### src/rtl/ram_rd_pkg.sv
// Shared types and defaults for the RAM stream reader and its skid FIFO.
// The optional RAM_RD_STRIDE_EN build adds a per-burst address stride to the top.
package ram_rd_pkg;

    localparam int RD_AW      = 10;
    localparam int RD_DW      = 128;
    localparam int RD_DEPTH   = 1024;
    localparam int FIFO_DEPTH = 2;

    typedef enum logic [1:0] {
        IDLE,
        RUN,
        DRAIN
    } state_t;

endpackage

### src/rtl/ram_rd_skid_fifo.sv
// Two-entry fall-through FIFO: an incoming word is visible at the head in the
// same cycle it arrives when the FIFO is empty, and bypasses storage if taken.
module ram_rd_skid_fifo
    import ram_rd_pkg::*;
#(
    parameter int W = RD_DW + 1
) (
    input  logic         clk,
    input  logic         resetn,
    input  logic         push,
    input  logic [W-1:0] push_data,
    input  logic         ready,
    output logic         valid,
    output logic [W-1:0] data,
    output logic [1:0]   count
);

    logic [W-1:0] slot [FIFO_DEPTH];
    logic         rd_ptr;
    logic         wr_ptr;
    logic         store;
    logic         drop;

    assign valid = (count != 2'd0) || push;
    assign data  = (count != 2'd0) ? slot[rd_ptr] : push_data;

    // An empty FIFO hands a taken word straight through without storing it.
    assign drop  = (count != 2'd0) && ready;
    assign store = push && !((count == 2'd0) && ready);

    always_ff @(posedge clk or negedge resetn) begin
        if (!resetn) begin
            rd_ptr <= 1'b0;
            wr_ptr <= 1'b0;
            count  <= 2'd0;
        end else begin
            if (store) wr_ptr <= ~wr_ptr;
            if (drop)  rd_ptr <= ~rd_ptr;
            case ({store, drop})
                2'b10:   count <= count + 2'd1;
                2'b01:   count <= count - 2'd1;
                default: count <= count;
            endcase
        end
    end

    // NOTE: the data slots carry no reset; only pointers and count define
    // which slots hold live words, so resetting the storage buys nothing.
    always_ff @(posedge clk) begin
        if (store) slot[wr_ptr] <= push_data;
    end

    overflow_check: assert property (@(posedge clk) disable iff (!resetn)
        !(store && !drop && count == 2'(FIFO_DEPTH)));

endmodule

### src/rtl/ram_stream_reader.sv
// Burst reader for a 1-cycle-latency RAM port B, streaming words on valid/ready.
// Define RAM_RD_STRIDE_EN to add the cmd_stride input (default stride is 1).
module ram_stream_reader
    import ram_rd_pkg::*;
#(
    parameter int AW    = RD_AW,
    parameter int DEPTH = RD_DEPTH,
    parameter int DW    = RD_DW
) (
    input  logic          clk,
    input  logic          resetn,
    input  logic          cmd_valid,
    output logic          cmd_ready,
    input  logic [AW-1:0] cmd_addr,
    input  logic [AW:0]   cmd_len,
`ifdef RAM_RD_STRIDE_EN
    input  logic [AW-1:0] cmd_stride,
`endif
    output logic [AW-1:0] address_b,
    output logic          rden_b,
    input  logic [DW-1:0] ram_q,
    output logic          out_valid,
    input  logic          out_ready,
    output logic [DW-1:0] out_data,
    output logic          out_last,
    output logic          busy
);

    state_t        state;
    logic [AW:0]   remaining;
    logic [AW:0]   len_eff;
    logic [AW-1:0] stride;
    logic          inflight;
    logic          inflight_last;
    logic          credit_ok;
    logic [1:0]    fifo_count;
    logic          fifo_valid;
    logic [DW:0]   fifo_data;

    assign len_eff = (cmd_len > (AW+1)'(DEPTH)) ? (AW+1)'(DEPTH) : cmd_len;

    // Words already in the FIFO plus the one read in flight must leave a free slot.
    assign credit_ok = (fifo_count == 2'd0) || ((fifo_count == 2'd1) && !inflight);
    assign rden_b    = (state == RUN) && (remaining != '0) && credit_ok;

    assign cmd_ready = (state == IDLE);
    assign busy      = (state != IDLE);

`ifdef RAM_RD_STRIDE_EN
    logic [AW-1:0] stride_q;

    always_ff @(posedge clk or negedge resetn) begin
        if (!resetn)                     stride_q <= AW'(1);
        else if (cmd_valid && cmd_ready) stride_q <= cmd_stride;
    end

    assign stride = stride_q;
`else
    assign stride = AW'(1);
`endif

    // NOTE: all state here uses non-blocking assignments so every register
    // samples pre-edge values regardless of statement order.
    always_ff @(posedge clk or negedge resetn) begin
        if (!resetn) begin
            state         <= IDLE;
            address_b     <= '0;
            remaining     <= '0;
            inflight      <= 1'b0;
            inflight_last <= 1'b0;
        end else begin
            inflight      <= rden_b;
            inflight_last <= rden_b && (remaining == (AW+1)'(1));
            case (state)
                IDLE: begin
                    if (cmd_valid) begin
                        address_b <= cmd_addr;
                        remaining <= len_eff;
                        if (len_eff != '0) state <= RUN;
                    end
                end
                RUN: begin
                    if (rden_b) begin
                        address_b <= address_b + stride;
                        remaining <= remaining - (AW+1)'(1);
                        if (remaining == (AW+1)'(1)) state <= DRAIN;
                    end
                end
                DRAIN: begin
                    if (out_valid && out_ready && out_last) state <= IDLE;
                end
                default: state <= IDLE;
            endcase
        end
    end

    ram_rd_skid_fifo #(
        .W (DW + 1)
    ) u_fifo (
        .clk       (clk),
        .resetn    (resetn),
        .push      (inflight),
        .push_data ({inflight_last, ram_q}),
        .ready     (out_ready),
        .valid     (fifo_valid),
        .data      (fifo_data),
        .count     (fifo_count)
    );

    assign out_valid = fifo_valid;
    assign out_data  = fifo_data[DW-1:0];
    assign out_last  = fifo_valid && fifo_data[DW];

endmodule

### config.mk
export PLATFORM = sky130hd
export DESIGN_NAME = ram_stream_reader
export DESIGN_NICKNAME = d
export VERILOG_FILES = /design/src/rtl/ram_rd_pkg.sv /design/src/rtl/ram_rd_skid_fifo.sv /design/src/rtl/ram_stream_reader.sv
export SDC_FILE = /design/constraint.sdc
export NUM_CORES = 1
export LEC_CHECK = 0
export CAP_MARGIN = 20
export CORE_MARGIN = 1.5
export CORE_UTILIZATION = 55
export CTS_CLUSTER_DIAMETER = 80
export DETAILED_ROUTE_END_ITERATION = 10
export PLACE_DENSITY = 0.84
export SKIP_CTS_REPAIR_TIMING = 1
export SLEW_MARGIN = 30
export SYNTH_ARGS = -nofsm -noshare
export SYNTH_HDL_FRONTEND = slang
export SYNTH_HIERARCHICAL = 1
export SYNTH_SLANG_ARGS = --single-unit
### constraint.sdc
create_clock -name clk -period 18.85 [get_ports clk]
set_input_delay 3.77 -clock clk [delete_from_list [all_inputs] [get_ports clk]]
set_output_delay 3.77 -clock clk [all_outputs]
set_load 0.1 [all_outputs]
After elaboration in Yosys (flattened, before gate mapping). Memory sizes are Yosys's and may differ from the RTL's. Cells that the tools add are included. W data, S select, Z words.

Bits in registers: 29. RAM bits: 258. Input bits: 153. Memories kept: 1.

$add $sub $neg: 4. Order comparisons: 1. Equality and inequality tests: 11. Muxes and demuxes: 17. Bitwise operators: 2. Reductions and logical operators: 24.

Memory list: u_fifo.slot (depth 2, width 129, rd ports 1, clocked after memory_dff 0, write ports 1, RTL line ram_rd_skid_fifo.sv:18) `logic [W-1:0] slot [FIFO_DEPTH];`.

Operators with widths (number): $mux W129 (1); $mux W11 (3); $pmux W11 S2 (1); $reduce_bool A11 Y1 (2); $mux W10 (2); $pmux W10 S2 (1); $eq A11 B1 Y1 const B (1); $gt A11 B11 Y1 const B (1); $sub A11 B1 Y11 const B (1); $add A10 B1 Y10 const B (1); $logic_and A1 B1 Y1 (10); $mux W2 (5); $reduce_bool A2 Y1 (4); $eq A2 B1 Y1 const B (3); $ne A2 B2 Y1 const B (3); $pmux W2 S3 (1); $reduce_and A5 Y1 (1); $eq A2 B2 Y1 const B (2); $logic_not A2 Y1 (2); $ne A2 B1 Y1 const B (2); $pmux W2 S2 (1); $reduce_and A3 Y1 (1); $add A2 B1 Y2 const B (1); $logic_not A1 Y1 (2); other kinds (4) (7).

Longest topological paths before layout.
Depth after elaboration: 6. Gate-level depth with buffers: 8. Gate-level depth less buffers: 6.

By module. Netlist, hierarchy kept.

Modules (own cells, without submodules): ram_rd_skid_fifo (times used 1, cells each 708, area an instance 11442.2 um^2, seq. area each 7847.5 um^2); ram_stream_reader (times used 1, cells each 185, area an instance 1649.1 um^2, seq. area each 625.6 um^2).

Least setup slack after synthesis. OpenSTA, ideal clock, no wires.

Path kind: input -> register. Start point: in out_ready. End point: mem u_fifo/slot[0][0] (netlist bit) (enable). Setup time: 0.618 ns. Arrival: 9.278 ns. Path slack: 8.954 ns. Stages on the path: 3. Cell sequence: inv_1 o21ai_2 nor2_1.

Word-level cells in the longest chain between the ends: 5.

Ends and longest elaborated chain: from (decl) (RTL line ram_stream_reader.sv:23) `input logic out_ready,`; $logic_and A1 B1 Y1 (RTL line ram_rd_skid_fifo.sv:29) `assign store = push && !((count == 2'd0) && ready);`; $logic_not A1 Y1 (RTL line ram_rd_skid_fifo.sv:29); $logic_and A1 B1 Y1 (RTL line ram_rd_skid_fifo.sv:29); $mux W1 (RTL line ram_rd_skid_fifo.sv:50) `if (store) slot[wr_ptr] <= push_data;`; $mux W1 (not written as such) (RTL line ram_rd_skid_fifo.sv:50); to (decl) (RTL line ram_rd_skid_fifo.sv:18).

Every way passes these cells.

Worst setup path after layout.
Start point: in ram_q[29]. End point: out out_data[29].

Word-level cells in the longest chain between the ends: 1.

Ends and longest elaborated chain: from (decl) (RTL line ram_stream_reader.sv:21) `input logic [DW-1:0] ram_q,`; $mux W129 (RTL line ram_rd_skid_fifo.sv:25) `assign data = (count != 2'd0) ? slot[rd_ptr] : push_data;`; to (decl) (RTL line ram_stream_reader.sv:24) `output logic [DW-1:0] out_data,`.

Every way passes these cells.

==> impl_metrics.ini <==
[run_status]
status = complete, no violations

[cts]
clock_tree.buffer_depth = 3
cts.clk_slew.worst_paths_ps = 60
cts_tree = built
cts_sinks = 287
clk_root_buffer_cell = clkbuf_16
htreeDepth = 1
cts_made_buffers = 29
worstSkewPairLatency_ps = 530

[critical_path]
arrival_ps = 5730
crit_fanout = 3
worstSetupEndpointType = output pin
worst_r2r_path_depth = 9
start_kind = input pin
startpoint = ram_q[29]
crit_type = in -> out
timing.rr.start = u_fifo/count[0]
critPathRequiredTime_ps = 15080

[synth]
synthCells = 893
ys_types = 53
avgSynthCellArea_um2 = 14.7
synth_edf_count = 258
synth_ff_type = edfxtp_1
yosys_warnings = 6
netlist_area_um2 = 13100
seq_area_frac_synth_pct = 64.7
ys_seq_elements = 287
async_flop_share_pct = 10.1
syn-num-nets = 1051

[placement]
hpwlAfterDp_um = 18400
pre_cts_slack_ps = 9360
port_buffers = 295
gp_congestion = 0.869

[sta]
fin_skew_ps = 9.13
fin_crit_sh_pct = 50.4
worst_slew_pin_slew_ps = 1030
finalHoldViolations = 0
maxSlewViolCount = 0
rsz0062_at_grt = false
fmax_mhz = 105
finalSetupTns_ps = 0
maxSlewHeadroom_pct = 31.0
setup_violations = 0
period_needed_ps = 9500
finalWorstSetupSlack_ps = 9350

[grt]
antenna_found_initial = 1
grtUsageTotal_pct = 22.1
grt_pass1_wl_um = 43000
overflow = 0
grt_pass1_vias = 8104
grt_max_degree = 76

[floorplan]
dieWidth_um = 157
std_cell_rows = 56
ios = 296
die_area_um2 = 24700
die_h_um = 157
initial_core_util_pct = 55.9
core_um2 = 23400

[route]
vias = 8371
drt-vias-per-instance = 5.51
first_iter_violations = 577
wire_per_inst_um = 18.8
drtPass1Iterations = 5
drt_wl_total_um = 28500
drc = 0
final_antenna_net_count = 0

[final_layout]
fillers = 1549
area_delta_synth_final_pct = 29.8
final_layout_size_suffix_gt1_share_pct = 23.6
final_cell_mix = 289 x clkdlybuf4s50_1, 258 x edfxtp_1, 130 x mux2i_1, 122 x a21oi_2, 92 x nor2_2
layout.nets = 1336
final_common_cell = clkdlybuf4s50_1

[hold_path]
hold_depth = 0
hp-class = reg -> reg
hold_start = inflight_last

[flow_run]
max_cap_viol_count = 0
through the flow:
step | hold slack (ps) | utilization (%) | area [um2] | instances
floorplan | 443 | - | 13100 | 893
global placement | 457 | 68.8 | 16100 | 1462
detailed placement | 475 | 69.0 | 16200 | 1465
CTS | 498 | 72.5 | 17000 | 1517
global route | 522 | 72.6 | 17000 | 1519
finish | 486 | 72.6 | 17000 | 1519
worst max-delay path, stage by stage:
cell and delay, ps:
clkdlybuf4s50_1 500, nor2_1 60, a21oi_1 220, clkdlybuf4s50_1 1180
metal layers:
layer / vias up / share of wire (%) / GRT usage, %
met2: 345 / 49 / 37.3
met1: 4056 / 40 / 28.1
li1: 3933 / - / -
met5: - / 0 / 0
met3: 37 / 9.6 / 6.39
met4: 0 / 1.5 / 5.62
synth_stat cells, types with 5 or more instances:
cell	instances	area (um2)
and3_1	5	31.3
a21oi_1	15	75.1
mux2i_1	130	1300
o2bb2a_1	6	60.1
edfxtp_1	258	7750
buf_6	29	327
nor2_1	53	199
nor3_1	11	55.1
nor2_2	92	576
o21ai_0	7	35.0
nand3_1	5	25.0
o22ai_1	7	43.8
clkbuf_1	11	41.3
inv_1	7	26.3
a21oi_2	122	1070
buf_2	14	70.1
ha_1	5	62.6
a31oi_1	9	56.3
nand2_1	13	48.8
o31ai_1	10	75.1
dfrtp_1	29	726
nor4_1	7	43.8
state kept, by name, indices dropped and copies added (netlist names):
name and cells:
u_fifo/slot 258, remaining 11, address_b 10, state 2, u_fifo/count 2, inflight 1, inflight_last 1, u_fifo/rd_ptr 1
u_fifo/wr_ptr 1
area by class of cell:
cell class / count / area (um2) / share of cell area (%)
clock buffer: 35 / 748 / 4.40
tap: 319 / 399 / 2.35
inverter: 7 / 26.3 / 0.155
sequential: 287 / 8480 / 49.9
multi-input combinational: 542 / 4150 / 24.4
antenna: 1 / 2.50 / 0.0147
clock inverter: 17 / 77.6 / 0.457
timing repair buffer: 311 / 3110 / 18.3
kinds of logic after synthesis:
| logic type | Yosys count | synth area share [%] |
|---|---|---|
| muxes | 131 | 10.0 |
| xor gates and xnor gates | 5 | 0.335 |
| and+or+nand+nor | 207 | 8.75 |
| DFF | 287 | 64.7 |
| buffers and inverters | 64 | 3.72 |
| AOI/OAI and AO/OA | 194 | 12.0 |
| adders and majority gates | 5 | 0.478 |
path summary, 6_finish.rpt:
kind / to / slack (ps)
setup / recovery: out_data[29] / 9350
hold / removal: u_fifo/slot[0][128] / 490
setup reg to reg: u_fifo/slot[0][42] / 14840
hold reg to reg: u_fifo/slot[0][128] / 490
max in group asynchronous: u_fifo/rd_ptr / 14900
min in group asynchronous: remaining[7] / 3630
Power is not shown: default switching activity piles up to over one toggle a cycle in this logic, so the estimate is an artifact.
